File: config.mk
export PLATFORM = sky130hd
export DESIGN_NAME = pipe_hazard_ctrl
export DESIGN_NICKNAME = d
export VERILOG_FILES = /design/src/rtl/pipe_hazard_ctrl.sv
export SDC_FILE = /design/constraint.sdc
export NUM_CORES = 1
export LEC_CHECK = 0
export CORE_UTILIZATION = 44
export CTS_CLUSTER_SIZE = 30
export DETAILED_ROUTE_END_ITERATION = 16
export PLACE_DENSITY_LB_ADDON = 0.15
export SLEW_MARGIN = 5
export SYNTH_ARGS = -nofsm -noshare
export SYNTH_HDL_FRONTEND = slang
export SYNTH_SLANG_ARGS = --single-unit
File: constraint.sdc
create_clock -name clk_i -period 1.8 [get_ports clk_i]
set_input_delay 0.18 -clock clk_i [delete_from_list [all_inputs] [get_ports clk_i]]
set_output_delay 0.18 -clock clk_i [all_outputs]
set_load 0.05 [all_outputs]
File: src/rtl/pipe_hazard_ctrl.sv
// -----------------------------------------------------------------------------
// pipe_hazard_ctrl
// -----------------------------------------------------------------------------
// Sequencer for the PC and the IF/ID pipeline register of the 5-stage core.
//
// What it does
//   - Holds the front end idle until a start request arrives.
//   - Detects the classic load-use hazard and responds in the same cycle:
//     PC and IF/ID are frozen and a bubble is injected into ID/EX.
//   - Flushes IF/ID when a branch/jump resolves taken in ID.
//   - On a decoded halt, lets the halt instruction travel into EX, then spends
//     DRAIN_CYCLES cycles draining EX/MEM/WB before raising halt_o.
//   - Keeps two saturating performance counters (active cycles, stall cycles).
//
// Parameters
//   REG_W         register-specifier width
//   DRAIN_CYCLES  cycles spent in DRAIN after the halt leaves ID (>= 1)
//   CNT_W         performance-counter width
//
// Ports
//   clk_i           in   clock, all state updates on the rising edge
//   rst_i           in   synchronous reset, active-low
//   start_i         in   run request, only looked at while IDLE
//   idex_memread_i  in   instruction in EX is a load
//   idex_rt_i       in   destination register of the load in EX
//   ifid_rs_i       in   rs of the instruction in ID
//   ifid_rt_i       in   rt of the instruction in ID
//   branch_taken_i  in   branch/jump resolved taken in ID
//   halt_req_i      in   halt instruction decoded in ID
//   pchazard_o      out  1 = PC loads its next value, 0 = PC holds
//   ifid_write_o    out  IF/ID register write enable
//   ifid_flush_o    out  IF/ID register loads a NOP
//   idex_bubble_o   out  zero the control fields entering ID/EX
//   halt_o          out  pipeline drained and stopped (registered)
//   state_o         out  IDLE=0 RUN=1 DRAIN=2 HALTED=3
//   cycle_cnt_o     out  cycles spent in RUN or DRAIN (saturating)
//   stall_cnt_o     out  load-use stall cycles (saturating)
// -----------------------------------------------------------------------------
module pipe_hazard_ctrl #(
    parameter int REG_W        = 5,
    parameter int DRAIN_CYCLES = 3,
    parameter int CNT_W        = 32
) (
    input  logic             clk_i,
    input  logic             rst_i,
    input  logic             start_i,
    input  logic             idex_memread_i,
    input  logic [REG_W-1:0] idex_rt_i,
    input  logic [REG_W-1:0] ifid_rs_i,
    input  logic [REG_W-1:0] ifid_rt_i,
    input  logic             branch_taken_i,
    input  logic             halt_req_i,
    output logic             pchazard_o,
    output logic             ifid_write_o,
    output logic             ifid_flush_o,
    output logic             idex_bubble_o,
    output logic             halt_o,
    output logic [1:0]       state_o,
    output logic [CNT_W-1:0] cycle_cnt_o,
    output logic [CNT_W-1:0] stall_cnt_o
);

    // The drain counter only ever holds DRAIN_CYCLES-1 down to 0.
    localparam int DRN_W = (DRAIN_CYCLES > 1) ? $clog2(DRAIN_CYCLES) : 1;
    localparam logic [DRN_W-1:0] DRAIN_INIT = DRN_W'(DRAIN_CYCLES - 1);

    // Number of performance counters; index 0 = active cycles, 1 = stalls.
    localparam int NUM_CNT = 2;

    typedef enum logic [1:0] {
        ST_IDLE   = 2'd0,
        ST_RUN    = 2'd1,
        ST_DRAIN  = 2'd2,
        ST_HALTED = 2'd3
    } state_t;

    state_t           state_reg;
    state_t           state_next;
    logic [DRN_W-1:0] drain_reg;
    logic [DRN_W-1:0] drain_next;

    logic             load_use;       // raw hazard condition, any state
    logic             stall_run;      // hazard actually acted on (RUN only)
    logic             active_cycle;   // RUN or DRAIN

    logic [NUM_CNT-1:0]            cnt_en;
    logic [NUM_CNT-1:0][CNT_W-1:0] cnt_q;

    // -------------------------------------------------------------------------
    // Load-use hazard: the load in EX writes a register that the instruction
    // in ID reads. Register 0 is hard-wired zero, so it never creates a
    // dependency.
    // -------------------------------------------------------------------------
    assign load_use = idex_memread_i
                    && (idex_rt_i != '0)
                    && ((idex_rt_i == ifid_rs_i) || (idex_rt_i == ifid_rt_i));

    // -------------------------------------------------------------------------
    // State register
    // -------------------------------------------------------------------------
    always_ff @(posedge clk_i) begin
        if (!rst_i) begin
            state_reg <= ST_IDLE;
            drain_reg <= '0;
        end else begin
            state_reg <= state_next;
            drain_reg <= drain_next;
        end
    end

    // -------------------------------------------------------------------------
    // Next state and front-end controls. The defaults are the "frozen" set
    // (PC hold, IF/ID held with a NOP, bubble into ID/EX) used by IDLE and
    // HALTED; RUN and DRAIN override what they need.
    // -------------------------------------------------------------------------
    always_comb begin
        state_next    = state_reg;
        drain_next    = drain_reg;
        pchazard_o    = 1'b0;
        ifid_write_o  = 1'b0;
        ifid_flush_o  = 1'b1;
        idex_bubble_o = 1'b1;
        stall_run     = 1'b0;
        active_cycle  = 1'b0;

        case (state_reg)
            ST_IDLE: begin
                if (start_i) begin
                    state_next = ST_RUN;
                end
            end

            ST_RUN: begin
                active_cycle = 1'b1;
                if (load_use) begin
                    // Freeze PC and IF/ID so the dependent instruction is
                    // re-decoded next cycle; the load result is then
                    // forwardable. Branch and halt wait for that retry.
                    stall_run     = 1'b1;
                    pchazard_o    = 1'b0;
                    ifid_write_o  = 1'b0;
                    ifid_flush_o  = 1'b0;
                    idex_bubble_o = 1'b1;
                end else if (halt_req_i) begin
                    // The halt itself proceeds into EX; nothing behind it is
                    // allowed in, so PC holds and IF/ID takes a NOP.
                    pchazard_o    = 1'b0;
                    ifid_write_o  = 1'b1;
                    ifid_flush_o  = 1'b1;
                    idex_bubble_o = 1'b0;
                    state_next    = ST_DRAIN;
                    drain_next    = DRAIN_INIT;
                end else if (branch_taken_i) begin
                    // PC takes the branch target; the wrong-path fetch in
                    // IF is squashed.
                    pchazard_o    = 1'b1;
                    ifid_write_o  = 1'b1;
                    ifid_flush_o  = 1'b1;
                    idex_bubble_o = 1'b0;
                end else begin
                    pchazard_o    = 1'b1;
                    ifid_write_o  = 1'b1;
                    ifid_flush_o  = 1'b0;
                    idex_bubble_o = 1'b0;
                end
            end

            ST_DRAIN: begin
                // Only NOPs enter the pipe while the older instructions
                // retire; all hazard inputs are meaningless here.
                active_cycle  = 1'b1;
                pchazard_o    = 1'b0;
                ifid_write_o  = 1'b1;
                ifid_flush_o  = 1'b1;
                idex_bubble_o = 1'b1;
                if (drain_reg == '0) begin
                    state_next = ST_HALTED;
                end else begin
                    drain_next = drain_reg - DRN_W'(1);
                end
            end

            ST_HALTED: begin
                // Frozen defaults; only reset leaves this state.
            end

            default: begin
                state_next = ST_IDLE;
            end
        endcase
    end

    // -------------------------------------------------------------------------
    // Saturating performance counters. Both share the same structure, so they
    // are built from one template; each stops at all-ones rather than wrap.
    // -------------------------------------------------------------------------
    assign cnt_en[0] = active_cycle;
    assign cnt_en[1] = stall_run;

    generate
        for (genvar gi = 0; gi < NUM_CNT; gi++) begin : g_cnt
            logic [CNT_W-1:0] count_reg;

            always_ff @(posedge clk_i) begin
                if (!rst_i) begin
                    count_reg <= '0;
                end else if (cnt_en[gi] && (count_reg != {CNT_W{1'b1}})) begin
                    count_reg <= count_reg + CNT_W'(1);
                end
            end

            assign cnt_q[gi] = count_reg;
        end
    endgenerate

    // -------------------------------------------------------------------------
    // Outputs derived purely from registered state
    // -------------------------------------------------------------------------
    assign halt_o      = (state_reg == ST_HALTED);
    assign state_o     = state_reg;
    assign cycle_cnt_o = cnt_q[0];
    assign stall_cnt_o = cnt_q[1];

endmodule

==> impl_metrics.csv <==
group,metric,value,unit
global_route,grt_pass1_vias,3855,
sta,finalSetupViolations,25,
cts,clk_pin_slew,0.08,ns
sta,hold_viol,0,
global_route,grt-ovfl-total,0,
die,initial_core_util,45.8,%
cts,ctsHoldBuffers,0,
worst_hold_path,hp-class,"reg2reg",
worst_setup_path,path_max_fanout,11,
place,placedCellCount,697,
logic_synthesis,synth_top_area_share,38.0,%
logic_synthesis,async_flop_share,0,%
cts,cts_buffers,9,
worst_setup_path,cpLargestDelayFamily,"simple AND/OR/NAND/NOR gates",
drt,drt_iter0_drc,159,
logic_synthesis,ys_seq_area_share,38.0,%
cts,root_buffer,"clkbuf_8",
outcome,violations,"negative setup slack",
cells_and_area,instances_no_fill,726,
cts,clock_latency,0.35,ns
cells_and_area,post-route-util,78.9,%
worst_hold_path,hp-start,"stall_cnt_o[28]",
logic_synthesis,synth_seq_cells,68,
place,gp_congestion,0.820,
worst_hold_path,worstHoldPathCells,2,
sta,relSlewSlack,63.1,%
worst_setup_path,worstPathRequired,2.08,ns
worst_setup_path,path_class,"reg2reg",
place,port_buffers,91,
die,pin_count,92,
worst_setup_path,worstReg2RegEnd,"stall_cnt_o[11]",
global_route,grt_max_degree,33,
die,dieHeight,92.2,um
sta,period_minus_slack,1.95,ns
worst_setup_path,cp_num_buf_inv,2,
logic_synthesis,ys_types,41,
cells_and_area,num_antenna_cells,0,
power_and_ir_drop,power_frac_comb,32.8,%
logic_synthesis,yosysTopAreaCell,"dfxtp_1",
cells_and_area,nFillCells,531,
worst_setup_path,crit_chain,"and4_4 > and3_4 > nand4_1 > nand4_1 > buf_6 > buf_12 > or4_4 > a21oi_2",
logic_synthesis,syn_inst,443,
drt,detail-route-antenna-nets,0,
logic_synthesis,ys_warn_count,0,
place,place_area,5430,um2
logic_synthesis,synth.net_count,472,
cts,cts.path.max_buffers,2,
cts,cts_tree,"done",
logic_synthesis,synth-edff-count,0,
sta,post-route-period-util,108,%
die,die-area,8500,um2
cells_and_area,final_common_cell,"buf_4",
flow_run,drv_cap,0,
die,rows,32,
worst_setup_path,crit_cells,8,
cts,h-tree-depth,3,
drt,vias,4053,
drt,post_drt_wl_per_cell,15.8,um
cts,cts.sinks,68,
power_and_ir_drop,p_seq_share,34.1,%
power_and_ir_drop,swShare,32.2,%
worst_setup_path,critPathSlowestCell,"or4_4",
sta,tightest_slew,0.552,ns
drt,drt-total-wl,11500,um
drt,drt_first_pass_iters,4,
power_and_ir_drop,pwr-share-clk,33.1,%
cells_and_area,nets,648,
sta,clock.fmax,0.513,GHz
power_and_ir_drop,pwr_density_cell,747,nW/um2
place,hpwl,7460,um
die,coreArea,7810,um2
worst_setup_path,r2r_slack,-0.15,ns
drt,viasPerCell,5.58,
sta,fin_skew,0.0125,ns
sta,setup_ws,-0.151,ns
power_and_ir_drop,switchingPower,1480,uW
worst_setup_path,worst_path_largest_cell_delay,0.49,ns
power_and_ir_drop,ir_worst_vdd,0.493,mV
power_and_ir_drop,power.internal,3120,uW
cells_and_area,fin_area,6160,um2
cells_and_area,final_cell_mix,"buf_4, nand2_1, clkdlybuf4s50_1",
global_route,grt_antenna_before_repair,0,
worst_setup_path,reg2reg_depth,8,
worst_setup_path,cp-startpoint,"stall_cnt_o[17]",
logic_synthesis,synth_ff_type,"dfxtp_1",
global_route,grt_pass1_wl,17700,um
drt,drc,0,
outcome,status,"complete, but fails checks",
sta,maxSlewViolCount,0,
logic_synthesis,syn_avg_cell_area,8.08,um2
power_and_ir_drop,leakagePower,0.00275,uW
worst_setup_path,endpoint_kind,"flip-flop",
logic_synthesis,syn_area,3580,um2
sta,rsz0062_at_grt,"true",
worst_setup_path,cp.arrival,2.23,ns
global_route,grtUsageTotal,26.1,%
cells_and_area,drive_gt1_share,40.1,%
worst_hold_path,min_to,"stall_cnt_o[28]",
logic_synthesis,synth_area_leaders,"dfxtp_1, xnor2_1, xor2_1",
worst_setup_path,cpMostUsedCell,"nand4_1",
worst_setup_path,r2r-start,"stall_cnt_o[17]",
die,die_w,92.2,um
worst_setup_path,start_kind,"flip-flop",
cells_and_area,area_delta_synth_final,72.2,%
-- Yosys cell counts (5+ instances only) --
| cell type | number |
|---|---|
| a21oi_1 | 32 |
| and3_1 | 12 |
| and4_1 | 8 |
| clkbuf_1 | 14 |
| dfxtp_1 | 68 |
| ha_1 | 8 |
| inv_1 | 14 |
| nand2_1 | 43 |
| nand2b_1 | 5 |
| nand3_1 | 30 |
| nand4_1 | 23 |
| nor2_1 | 38 |
| nor3_1 | 10 |
| nor4_1 | 5 |
| o21ai_0 | 18 |
| o31ai_1 | 11 |
| or3_1 | 17 |
| or4_1 | 13 |
| xnor2_1 | 19 |
| xor2_1 | 19 |
-- cell families after synthesis --
group	after synthesis	share of synthesized area, %
xor gates and xnor gates	38	9.30
DFF	68	38.0
and+or+nand+nor	215	31.8
adders and majority gates	8	2.80
AOI/OAI and AO/OA	78	13.4
buffers and inverters	32	3.50
muxes	4	1.12
-- how the worst max path moves through the flow --
stage | endpoint | slack [ns]
2_1_floorplan | stall_cnt_o[27] | -0.19
3_3_place_gp | stall_cnt_o[11] | -0.45
3_5_place_dp | stall_cnt_o[5] | -0.52
4_1_cts | stall_cnt_o[23] | -0.13
5_1_grt | stall_cnt_o[23] | -0.21
6_report | stall_cnt_o[11] | -0.15
-- worst min-delay path, cell delays in order (launching register included) --
cell and delay, ns:
dfxtp_2 0.35, nand2_1 0.06, mux2i_1 0.05
-- final cells by class --
class / instances / area [um2] / area share (%)
Multi-Input combinational cell: 343 / 2460 / 39.9
Timing Repair Buffer: 183 / 1760 / 28.6
Sequential cell: 68 / 1530 / 24.8
Tap cell: 102 / 128 / 2.07
Clock buffer: 9 / 124 / 2.01
Clock inverter: 7 / 115 / 1.87
Inverter: 14 / 52.6 / 0.853
-- routing by layer --
layer	GRT usage (%)	wire (um)	share of wire, %	vias to the layer above
li1	-	-	-	1971
met1	31.9	4800	42	1935
met2	45.8	5850	51	130
met3	4.56	604	5.3	17
met4	9.11	204	1.8	0
met5	0	0	0	-
-- through the flow --
stage	setup WS (ns)	total power [uW]	hold WS, ns	TNS, ns
6_report	-0.151	4610	0.497	-1.92
3_5_place_dp	-0.520	3000	0.487	-15.88
4_1_cts	-0.134	4560	0.496	-2.00
5_1_grt	-0.209	4810	0.512	-4.17
3_3_place_gp	-0.454	2970	0.473	-13.81
2_1_floorplan	-0.189	2430	0.322	-1.65
-- power groups by stage --
| stage | combinational (uW) | sequential [uW] | clock (uW) |
|---|---|---|---|
| after CTS | 1460 | 1560 | 1540 |
| after global routing | 1610 | 1580 | 1620 |
| after floorplan | 687 | 1740 | 0 |
| final | 1510 | 1570 | 1530 |
| after global placement | 1380 | 1600 | 0 |
| after detailed placement | 1390 | 1600 | 0 |
-- repair_timing --
action | 4_1_cts | 5_1_grt
gates cloned | 2 | 1
gates resized for setup | 50 | 79
setup buffers | 9 | 1
setup endpoints to repair | 49 | 84
pin swaps | 25 | 20
Power figures use the tool's default switching activity.
